$ cat src/rtl/dmem_arbiter_if.sv
// Bus bundle for the two-port data-memory arbiter: CPU port (a_*),
// loader/debug port (b_*) and the single data-memory port.
interface dmem_arbiter_if;
    // CPU port
    logic        a_req;
    logic        a_we;
    logic [31:0] a_addr;
    logic [31:0] a_wdata;
    logic        a_gnt;
    logic        a_rvalid;
    logic        a_err;
    logic [31:0] a_rdata;

    // Loader / debug port
    logic        b_req;
    logic        b_we;
    logic [31:0] b_addr;
    logic [31:0] b_wdata;
    logic        b_gnt;
    logic        b_rvalid;
    logic        b_err;
    logic [31:0] b_rdata;

    // Data memory port (combinational read data returned on DataOut)
    logic        mRD;
    logic        mWR;
    logic [31:0] DataAddr;
    logic [31:0] DataIn;
    logic [31:0] DataOut;

    // Arbiter side
    modport slave (
        input  a_req, a_we, a_addr, a_wdata,
        output a_gnt, a_rvalid, a_err, a_rdata,
        input  b_req, b_we, b_addr, b_wdata,
        output b_gnt, b_rvalid, b_err, b_rdata,
        output mRD, mWR, DataAddr, DataIn,
        input  DataOut
    );

    // Requesters plus memory model side
    modport master (
        output a_req, a_we, a_addr, a_wdata,
        input  a_gnt, a_rvalid, a_err, a_rdata,
        output b_req, b_we, b_addr, b_wdata,
        input  b_gnt, b_rvalid, b_err, b_rdata,
        input  mRD, mWR, DataAddr, DataIn,
        output DataOut
    );
endinterface

$ cat src/rtl/dmem_arbiter.sv
// Two-port data-memory arbiter. Port A (CPU) wins ties from IDLE; a port that
// was just granted is masked for one cycle, so alternating traffic gets a grant
// every cycle and neither port can starve the other. All outputs are registered.
module dmem_arbiter #(
    parameter int DEPTH = 258
) (
    input  logic          CLK,
    input  logic          Reset,
    dmem_arbiter_if.slave bus
);

    typedef enum logic [1:0] {
        IDLE    = 2'd0,
        GRANT_A = 2'd1,
        GRANT_B = 2'd2
    } state_t;

    localparam logic [31:0] DEPTH_W = 32'(DEPTH);

    state_t      state_q, state_d;
    logic        ready_q;          // first posedge after reset only arms the arbiter
    logic        a_gnt_q, b_gnt_q;
    logic        mrd_q, mwr_q;
    logic [31:0] addr_q, din_q;
    logic        acc_we_q, acc_legal_q;   // attributes of the access in its gnt cycle
    logic        a_rvalid_q, a_err_q, b_rvalid_q, b_err_q;
    logic [31:0] a_rdata_q, b_rdata_q;
    logic        a_legal, b_legal;

    // Word-aligned and inside the memory
    function automatic logic addr_legal(input logic [31:0] addr);
        return (addr[1:0] == 2'b00) && ({2'b00, addr[31:2]} < DEPTH_W);
    endfunction

    assign a_legal = addr_legal(bus.a_addr);
    assign b_legal = addr_legal(bus.b_addr);

    // Next-state: A priority from IDLE, the just-served port is masked
    always_comb begin
        state_d = IDLE;
        case (state_q)
            IDLE: begin
                if (!ready_q)        state_d = IDLE;
                else if (bus.a_req)  state_d = GRANT_A;
                else if (bus.b_req)  state_d = GRANT_B;
                else                 state_d = IDLE;
            end
            GRANT_A: state_d = bus.b_req ? GRANT_B : IDLE;
            GRANT_B: state_d = bus.a_req ? GRANT_A : IDLE;
            default: state_d = IDLE;
        endcase
    end

    // State, memory strobes and per-port completion registers
    always_ff @(posedge CLK or posedge Reset) begin
        if (Reset) begin
            state_q     <= IDLE;
            ready_q     <= 1'b0;
            a_gnt_q     <= 1'b0;
            b_gnt_q     <= 1'b0;
            mrd_q       <= 1'b0;
            mwr_q       <= 1'b0;
            addr_q      <= '0;
            din_q       <= '0;
            acc_we_q    <= 1'b0;
            acc_legal_q <= 1'b0;
            a_rvalid_q  <= 1'b0;
            a_err_q     <= 1'b0;
            b_rvalid_q  <= 1'b0;
            b_err_q     <= 1'b0;
            a_rdata_q   <= '0;
            b_rdata_q   <= '0;
        end else begin
            state_q    <= state_d;
            ready_q    <= 1'b1;
            a_gnt_q    <= (state_d == GRANT_A);
            b_gnt_q    <= (state_d == GRANT_B);
            mrd_q      <= 1'b0;
            mwr_q      <= 1'b0;
            a_rvalid_q <= 1'b0;
            a_err_q    <= 1'b0;
            b_rvalid_q <= 1'b0;
            b_err_q    <= 1'b0;

            // Launch the access being granted; illegal ones keep strobes low
            if (state_d == GRANT_A) begin
                addr_q      <= {2'b00, bus.a_addr[31:2]};
                din_q       <= bus.a_wdata;
                mrd_q       <= ~bus.a_we & a_legal;
                mwr_q       <= bus.a_we & a_legal;
                acc_we_q    <= bus.a_we;
                acc_legal_q <= a_legal;
            end else if (state_d == GRANT_B) begin
                addr_q      <= {2'b00, bus.b_addr[31:2]};
                din_q       <= bus.b_wdata;
                mrd_q       <= ~bus.b_we & b_legal;
                mwr_q       <= bus.b_we & b_legal;
                acc_we_q    <= bus.b_we;
                acc_legal_q <= b_legal;
            end

            // Complete the access whose gnt cycle ends at this edge
            if (state_q == GRANT_A) begin
                if (!acc_legal_q) begin
                    a_err_q <= 1'b1;
                end else if (!acc_we_q) begin
                    a_rvalid_q <= 1'b1;
                    a_rdata_q  <= bus.DataOut;
                end
            end else if (state_q == GRANT_B) begin
                if (!acc_legal_q) begin
                    b_err_q <= 1'b1;
                end else if (!acc_we_q) begin
                    b_rvalid_q <= 1'b1;
                    b_rdata_q  <= bus.DataOut;
                end
            end
        end
    end

    assign bus.a_gnt    = a_gnt_q;
    assign bus.b_gnt    = b_gnt_q;
    assign bus.mRD      = mrd_q;
    assign bus.mWR      = mwr_q;
    assign bus.DataAddr = addr_q;
    assign bus.DataIn   = din_q;
    assign bus.a_rvalid = a_rvalid_q;
    assign bus.a_err    = a_err_q;
    assign bus.a_rdata  = a_rdata_q;
    assign bus.b_rvalid = b_rvalid_q;
    assign bus.b_err    = b_err_q;
    assign bus.b_rdata  = b_rdata_q;

endmodule

$ cat src/flat_wrapper.sv
// flat-port wrapper written by rule: the top's interface ports become plain ports
module dmem_arbiter_flat 
#(
    parameter int DEPTH = 258
)
  (CLK, Reset, bus_a_req, bus_a_we, bus_a_addr, bus_a_wdata, bus_a_gnt, bus_a_rvalid, bus_a_err, bus_a_rdata, bus_b_req, bus_b_we, bus_b_addr, bus_b_wdata, bus_b_gnt, bus_b_rvalid, bus_b_err, bus_b_rdata, bus_mRD, bus_mWR, bus_DataAddr, bus_DataIn, bus_DataOut);
  dmem_arbiter_if bus_i ();
  input  logic CLK;
  input  logic Reset;
  input wire logic [$bits(bus_i.a_req)-1:0] bus_a_req;
  input wire logic [$bits(bus_i.a_we)-1:0] bus_a_we;
  input wire logic [$bits(bus_i.a_addr)-1:0] bus_a_addr;
  input wire logic [$bits(bus_i.a_wdata)-1:0] bus_a_wdata;
  output wire logic [$bits(bus_i.a_gnt)-1:0] bus_a_gnt;
  output wire logic [$bits(bus_i.a_rvalid)-1:0] bus_a_rvalid;
  output wire logic [$bits(bus_i.a_err)-1:0] bus_a_err;
  output wire logic [$bits(bus_i.a_rdata)-1:0] bus_a_rdata;
  input wire logic [$bits(bus_i.b_req)-1:0] bus_b_req;
  input wire logic [$bits(bus_i.b_we)-1:0] bus_b_we;
  input wire logic [$bits(bus_i.b_addr)-1:0] bus_b_addr;
  input wire logic [$bits(bus_i.b_wdata)-1:0] bus_b_wdata;
  output wire logic [$bits(bus_i.b_gnt)-1:0] bus_b_gnt;
  output wire logic [$bits(bus_i.b_rvalid)-1:0] bus_b_rvalid;
  output wire logic [$bits(bus_i.b_err)-1:0] bus_b_err;
  output wire logic [$bits(bus_i.b_rdata)-1:0] bus_b_rdata;
  output wire logic [$bits(bus_i.mRD)-1:0] bus_mRD;
  output wire logic [$bits(bus_i.mWR)-1:0] bus_mWR;
  output wire logic [$bits(bus_i.DataAddr)-1:0] bus_DataAddr;
  output wire logic [$bits(bus_i.DataIn)-1:0] bus_DataIn;
  input wire logic [$bits(bus_i.DataOut)-1:0] bus_DataOut;
  assign bus_i.a_req = bus_a_req;
  assign bus_i.a_we = bus_a_we;
  assign bus_i.a_addr = bus_a_addr;
  assign bus_i.a_wdata = bus_a_wdata;
  assign bus_a_gnt = bus_i.a_gnt;
  assign bus_a_rvalid = bus_i.a_rvalid;
  assign bus_a_err = bus_i.a_err;
  assign bus_a_rdata = bus_i.a_rdata;
  assign bus_i.b_req = bus_b_req;
  assign bus_i.b_we = bus_b_we;
  assign bus_i.b_addr = bus_b_addr;
  assign bus_i.b_wdata = bus_b_wdata;
  assign bus_b_gnt = bus_i.b_gnt;
  assign bus_b_rvalid = bus_i.b_rvalid;
  assign bus_b_err = bus_i.b_err;
  assign bus_b_rdata = bus_i.b_rdata;
  assign bus_mRD = bus_i.mRD;
  assign bus_mWR = bus_i.mWR;
  assign bus_DataAddr = bus_i.DataAddr;
  assign bus_DataIn = bus_i.DataIn;
  assign bus_i.DataOut = bus_DataOut;
  dmem_arbiter #(.DEPTH(DEPTH)) u_core (.CLK(CLK), .Reset(Reset), .bus(bus_i));
endmodule
$ cat config.mk
export PLATFORM = sky130hd
export DESIGN_NAME = dmem_arbiter_flat
export DESIGN_NICKNAME = d
export VERILOG_FILES = /design/src/rtl/dmem_arbiter_if.sv /design/src/rtl/dmem_arbiter.sv /design/src/flat_wrapper.sv
export SDC_FILE = /design/constraint.sdc
export NUM_CORES = 1
export LEC_CHECK = 0
export ABC_AREA = 0
export BUFFER_PORTS_ARGS = -buffer_cell sky130_fd_sc_hd__buf_4
export CAP_MARGIN = 10
export CORE_ASPECT_RATIO = 1.4
export CORE_MARGIN = 2
export CORE_UTILIZATION = 41
export DETAILED_ROUTE_END_ITERATION = 12
export PLACE_DENSITY = 0.76
export SYNTH_ARGS = -nofsm -noshare
export SYNTH_HDL_FRONTEND = slang
export SYNTH_SLANG_ARGS = --single-unit
$ cat constraint.sdc
create_clock -name CLK -period 4.3 [get_ports CLK]
set_clock_uncertainty 0.05 [all_clocks]
set_input_delay 0.86 -clock CLK [delete_from_list [all_inputs] [get_ports CLK]]
set_output_delay 0.86 -clock CLK [all_outputs]
set_load 0.005 [all_outputs]
==> results of run 1 <==
-- worst min-delay path by stage --
stage / start / endpoint / slack (ps) / depth (start not counted)
global route: u_core.bus.a_rdata[21]$_DFFE_PP0P_ / u_core.bus.a_rdata[21]$_DFFE_PP0P_ / 440 / 1
finish: u_core.bus.a_rdata[29]$_DFFE_PP0P_ / u_core.bus.a_rdata[29]$_DFFE_PP0P_ / 440 / 1
detailed placement: u_core.bus.a_rdata[21]$_DFFE_PP0P_ / u_core.bus.a_rdata[21]$_DFFE_PP0P_ / 430 / 1
floorplan: u_core.acc_legal_q$_DFFE_PP0P_ / u_core.bus.a_err$_DFF_PP0_ / 400 / 1
global placement: u_core.bus.b_rdata[14]$_DFFE_PP0P_ / u_core.bus.b_rdata[14]$_DFFE_PP0P_ / 420 / 1
CTS: u_core.bus.a_rdata[29]$_DFFE_PP0P_ / u_core.bus.a_rdata[29]$_DFFE_PP0P_ / 440 / 1
-- cells by family after synthesis --
group / count (synthesis) / synth area share, %
DFF: 139 / 59.7
muxes: 127 / 23.2
and+or+nand+nor: 94 / 7.45
AOI/OAI and AO/OA: 69 / 6.48
buffers and inverters: 35 / 2.68
adders and majority gates: 2 / 0.429
other: 2 / 0.129
-- where the power goes --
part	switching, uW	internal, uW	leakage [uW]	total (uW)
registers	106	1480	0.00183	1580
clock network	562	989	0.000307	1550
logic	344	420	0.00250	765
total	1010	2890	0.00463	3900
-- worst max-delay path, delay by kind of cell --
family | cells | cell delay [ps]
and+or+nand+nor | 4 | 1590
buffers and inverters | 2 | 170
AOI/OAI and AO/OA | 2 | 270
adders and majority gates | 1 | 390
-- cell usage after synthesis (3+ instances only) --
cell	number
dfrtp_1	139
mux2_1	64
nand2_1	64
mux2i_1	63
o21ai_1	63
buf_2	14
clkbuf_1	12
nor4_1	9
inv_1	6
nor2_1	6
nand2b_1	3
or4_1	3
-- sequential cells by signal, indices dropped and copies added, names as in the netlist --
| name | flops |
|---|---|
| u_core.acc_legal_q | 1 |
| u_core.acc_we_q | 1 |
| u_core.bus.DataAddr | 30 |
| u_core.bus.DataIn | 32 |
| u_core.bus.a_err | 1 |
| u_core.bus.a_gnt | 1 |
| u_core.bus.a_rdata | 32 |
| u_core.bus.a_rvalid | 1 |
| u_core.bus.b_err | 1 |
| u_core.bus.b_gnt | 1 |
| u_core.bus.b_rdata | 32 |
| u_core.bus.b_rvalid | 1 |
| u_core.bus.mRD | 1 |
| u_core.bus.mWR | 1 |
| u_core.ready_q | 1 |
| u_core.state_q | 2 |
-- layer usage --
metal | vias to the layer above | part of all wire, %
met3 | 46 | 10
li1 | 2229 | -
met2 | 244 | 48
met1 | 2286 | 37
met4 | 0 | 4.8
met5 | - | 0
-- per-stage QoR --
| stage | std cells | hold WS [ps] | util, % | power (uW) |
|---|---|---|---|---|
| 2_1_floorplan | 469 | 396 | - | 1870 |
| 3_3_place_gp | 928 | 418 | 59.4 | 2360 |
| 3_5_place_dp | 928 | 426 | 59.4 | 2380 |
| 4_1_cts | 959 | 439 | 63.9 | 3940 |
| 5_1_grt | 959 | 443 | 63.9 | 4100 |
| 6_report | 959 | 435 | 63.9 | 3900 |
-- layout by cell type (no fill, tap or decap), drive strengths merged --
cell type / Yosys / layout
buf: 17 / 303
o211ai: 1 / 1
nor4b: 1 / 1
nand2b: 3 / 3
nor2: 6 / 6
nor4: 9 / 9
nand2: 64 / 64
o41ai: 2 / 2
dfrtp: 139 / 139
clkinv: 0 / 5
nand4b: 1 / 1
mux2: 64 / 64
or4: 4 / 4
bufinv: 0 / 4
mux2i: 63 / 63
and4: 2 / 2
a21oi: 1 / 1
nand4: 2 / 2
inv: 6 / 8
or3b: 1 / 1
clkinvlp: 0 / 2
o22ai: 2 / 2
ha: 2 / 2
or3: 1 / 1
clkbuf: 12 / 18
conb: 2 / 3
o21ai: 63 / 63
-- layout make-up --
type | count | area (sq um)
clock buffers | 18 | 439
clock inverters | 13 | 190
fillers | 1096 | 5020
inverters | 6 | 26.3
multi-input cells | 295 | 2240
flip-flops and latches | 139 | 3480
well taps | 185 | 231
repair buffers | 303 | 2290
==> flow_metrics.env, run 1 <==
export IMPL_grt_pass1_vias=5142
export IMPL_io_buffers=299
export IMPL_remaining_drc_errors=0
export IMPL_vias=4805
export IMPL_setup_slack_ps=1270
export IMPL_synth_ff_type="dfrtp_1"
export IMPL_maxCapViolCount=0
export IMPL_status="finished, final reports clean"
export IMPL_fin_tns_setup_ps=0
export IMPL_crit_required_ps=4560
export IMPL_die_area_sq_um=15200
export IMPL_insertedDiodeCount=0
export IMPL_dieHeight_microns=145
export IMPL_hold_path_class="flip-flop to flip-flop"
export IMPL_synth_warning_count=0
export IMPL_antenna_found_initial=0
export IMPL_pin_count=302
export IMPL_track_usage_pct=24.5
export IMPL_setup_viol=0
export IMPL_endpoint="u_core.bus.mWR$_DFF_PP0_"
export IMPL_syn_to_final_growth_pct=52.5
export IMPL_clockBufferDepth=2
export IMPL_ir_worst_vdd_mv=0.270
export IMPL_async_flop_share_pct=100
export IMPL_rr_worst_depth=6
export IMPL_numCtsBuffers=17
export IMPL_p_per_area_nw_per_um2=439
export IMPL_clk_pin_slew_ps=50
export IMPL_wl_per_cell_microns=19.0
export IMPL_crit_type="primary input to flip-flop"
export IMPL_grt_use_met2_pct=39.7
export IMPL_drive_above_1_share_pct=44.3
export IMPL_end_kind="flip-flop"
export IMPL_yosysUniqueCellTypes=27
export IMPL_cp_start_kind="primary input"
export IMPL_fin_crit_sh_pct=70.5
export IMPL_h_tree_depth=4
export IMPL_vias_per_cell=5.01
export IMPL_synth_area_sq_um=5830
export IMPL_grt_overflow=0
export IMPL_crit_arrival_ps=3290
export IMPL_slew_headroom_pct=32.6
export IMPL_dpl_worst_slack_ps=877
export IMPL_core_sq_um=13900
export IMPL_critPathSlowestCell="nor4_1"
export IMPL_crit_start="bus_a_req"
export IMPL_ys_seq_area_share_pct=59.7
export IMPL_hold_viol=0
export IMPL_synth_edf_count=0
export IMPL_place_congestion=0.976
export IMPL_rrSetupSlack_ps=1500
export IMPL_p_leak_uw=0.00463
export IMPL_start_util_pct=41.9
export IMPL_ctsHoldBuffers=0
export IMPL_min_period_ps=3030
export IMPL_r2r_start="u_core.state_q[1]$_DFF_PP0_"
export IMPL_met1_usage_pct=27.0
export IMPL_grt_max_degree=140
export IMPL_grt_pass1_wl_mm=28.4
export IMPL_synth_area_leaders="dfrtp_1 60%, mux2_1 12%, mux2i_1 11%"
export IMPL_cts_resized=0
export IMPL_max_stage_delay_ps=690
export IMPL_synth_seq_cells=139
export IMPL_ant_nets=0
export IMPL_clock_sinks=139
export IMPL_rsz0062_at_grt="no"
export IMPL_rows=51
export IMPL_place_area_sq_um=8260
export IMPL_worstReg2RegEnd="u_core.bus.mWR$_DFF_PP0_"
export IMPL_postSynthCellCount=468
export IMPL_clock_fmax_ghz=0.330
export IMPL_cts_root_buffer="clkbuf_16"
export IMPL_avgSynthCellArea_sq_um=12.5
export IMPL_final_nets=930
export IMPL_busiest_layer="met2"
export IMPL_die_x_microns=105
export IMPL_drtIter0Drc=234
export IMPL_drv_slew=0
export IMPL_tightest_slew_ps=1010
export IMPL_synth_largest_area_cell="dfrtp_1"
export IMPL_clk_latency_ps=400
export IMPL_tritoncts="done"
export IMPL_wl_mm=18.2
export IMPL_crit_chain="buf_4 -> inv_1 -> a21oi_1 -> or3b_1 -> ha_4 -> nor4_1 -> and4_1 -> nand4_1 -> o22ai_1"
export IMPL_hpwl_mm=14.3
export IMPL_grt_use_met3_pct=10.6
export IMPL_drtPass1Iterations=4
export IMPL_fin_area_sq_um=8890
export IMPL_netlist_area_leader_share_pct=59.7
export IMPL_critPathMaxFanout=40
export IMPL_post_cts_setup_buffers=0
Note: power is estimated with default switching activity, not from simulation.
==> run 2, diff against run 1 <==
==> constraint.sdc (replaced) <==
create_clock -name CLK -period 2.7 [get_ports CLK]
set_clock_uncertainty 0.05 [all_clocks]
set_input_delay 0.54 -clock CLK [delete_from_list [all_inputs] [get_ports CLK]]
set_output_delay 0.54 -clock CLK [all_outputs]
set_load 0.005 [all_outputs]
==> flow_metrics.env, run 2 (synthesized netlist as in run 1, its figures left out) <==
export IMPL_status="finished, final reports clean"
export IMPL_clockBufferDepth=2
export IMPL_crit_type="flip-flop to flip-flop"
export IMPL_final_nets=935
export IMPL_wl_mm=18.5
export IMPL_pin_count=302
export IMPL_io_buffers=299
export IMPL_grt_overflow=0
export IMPL_pwr_share_comb_pct=20.2
export IMPL_numCtsBuffers=17
export IMPL_wl_per_cell_microns=19.2
export IMPL_ir_worst_vdd_mv=0.418
export IMPL_swShare_pct=27.3
export IMPL_vias_per_cell=4.98
export IMPL_min_period_ps=2130
export IMPL_post_cts_setup_buffers=0
export IMPL_power_switching_uw=1670
export IMPL_die_x_microns=105
export IMPL_p_per_area_nw_per_um2=686
export IMPL_h_tree_depth=4
export IMPL_grt_max_degree=140
export IMPL_fin_crit_sh_pct=78.9
export IMPL_drive_above_1_share_pct=44.6
export IMPL_rsz0062_at_grt="no"
export IMPL_final_cell_mix="306 x buf_4, 139 x dfrtp_1, 64 x nand2_1, 64 x mux2_1"
export IMPL_crit_arrival_ps=2410
export IMPL_clock_fmax_ghz=0.469
export IMPL_die_area_sq_um=15200
export IMPL_vias=4808
export IMPL_cts_root_buffer="clkbuf_16"
export IMPL_pwr_share_seq_pct=41.4
export IMPL_clk_pin_slew_ps=60
export IMPL_cp_start_kind="flip-flop"
export IMPL_numPlacedInstances=933
export IMPL_grt_use_met3_pct=9.57
export IMPL_drtIter0Drc=172
export IMPL_end_kind="flip-flop"
export IMPL_cts_resized=0
export IMPL_ctsHoldBuffers=0
export IMPL_layout_cells_non_filler=965
export IMPL_critPathSlowestCell="or3_1"
export IMPL_antenna_found_initial=0
export IMPL_maxCapViolCount=0
export IMPL_start_util_pct=41.9
export IMPL_crit_required_ps=2980
export IMPL_hold_viol=0
export IMPL_drv_slew=0
export IMPL_busiest_layer="met2"
export IMPL_critPathMaxFanout=5
export IMPL_dieHeight_microns=145
export IMPL_tightest_slew_ps=767
export IMPL_hpwl_mm=14.6
export IMPL_slew_headroom_pct=48.9
export IMPL_mostFrequentLayoutCell="buf_4"
export IMPL_p_leak_uw=0.00465
export IMPL_hold_path_class="primary input to async pin"
export IMPL_core_sq_um=13900
export IMPL_syn_to_final_growth_pct=52.9
export IMPL_grt_pass1_wl_mm=28.5
export IMPL_crit_chain="or3_1 -> inv_1 -> ha_4 -> nor4b_1 -> and4_1 -> nand4_1 -> o211ai_2"
export IMPL_place_congestion=0.960
export IMPL_grt_use_met2_pct=43.3
export IMPL_max_stage_delay_ps=450
export IMPL_power_frac_clock_pct=38.5
export IMPL_setup_viol=0
export IMPL_ant_nets=0
export IMPL_track_usage_pct=24.6
export IMPL_holdWs_ps=263
export IMPL_tritoncts="done"
export IMPL_drtPass1Iterations=4
export IMPL_insertedDiodeCount=0
export IMPL_p_int_uw=4440
export IMPL_clk_latency_ps=410
export IMPL_rows=51
export IMPL_fin_tns_setup_ps=0
export IMPL_met1_usage_pct=26.6
export IMPL_remaining_drc_errors=0
export IMPL_grt_pass1_vias=5156
export IMPL_clock_sinks=139
[run 2: changes by cell type in the layout (fill, tap and decap cells not counted)]
cell,previous run,this run
clkinv_4,3,2
clkinv_2,2,0
clkinvlp_4,2,3
clkbuf_1,0,1
buf_12,1,2
bufinv_16,4,2
inv_6,3,6
buf_4,302,306
inv_8,0,1
[run 2: power groups by stage]
stage,clock network [uW],registers [uW],logic (uW)
after detailed placement,0,2550,1250
after global placement,0,2540,1220
after CTS,2400,2530,1250
final,2350,2530,1230
after global routing,2500,2550,1350
after floorplan,0,2550,432
[run 2: cell type report]
class / instances / area [sq um]
Clock buffer: 19 / 443
Timing Repair Buffer: 308 / 2340
Tap cell: 185 / 231
Inverter: 6 / 26.3
Multi-Input combinational cell: 295 / 2240
Fill cell: 1098 / 5000
Sequential cell: 139 / 3480
Clock inverter: 13 / 156
[run 2: metrics by stage]
stage	power, uW	instance area (sq um)	worst slack (ps)	util [%]
2_1_floorplan	2980	5840	375	-
3_3_place_gp	3760	8310	451	59.8
3_5_place_dp	3800	8310	303	59.8
4_1_cts	6170	8910	562	64.1
5_1_grt	6400	8910	429	64.1
6_report	6110	8910	570	64.1
[run 2: path summary, 6_finish.rpt]
| check | startpoint | end | slack [ps] | depth (start not counted) |
|---|---|---|---|---|
| max in group asynchronous | Reset | u_core.bus.DataAddr[22]$_DFFE_PP0P_ | 1740 | 3 |
| min in group CLK | bus_a_we | u_core.bus.mRD$_DFF_PP0_ | 260 | 2 |
| worst max register to register | u_core.state_q[0]$_DFF_PP0_ | u_core.acc_legal_q$_DFFE_PP0P_ | 570 | 7 |
| worst max-delay path | u_core.state_q[0]$_DFF_PP0_ | u_core.acc_legal_q$_DFFE_PP0P_ | 570 | 7 |
| worst min-delay path | Reset | u_core.bus.b_rdata[10]$_DFFE_PP0P_ | 260 | 3 |
| worst min register to register | u_core.bus.a_rdata[12]$_DFFE_PP0P_ | u_core.bus.a_rdata[12]$_DFFE_PP0P_ | 440 | 1 |
[run 2: worst max-delay path: cells and delay by family, from the launching register on]
family | cells | cell delay (ps)
fa+ha+maj | 1 | 200
compound gates | 1 | 190
simple gates | 4 | 1060
buf+inv | 1 | 150
flops | 1 | 400
[run 2: per-layer routing]
metal	vias up	part of all wire, %
met5	-	0
met4	0	2.4
met3	23	10
met2	241	51
met1	2302	36
li1	2242	-
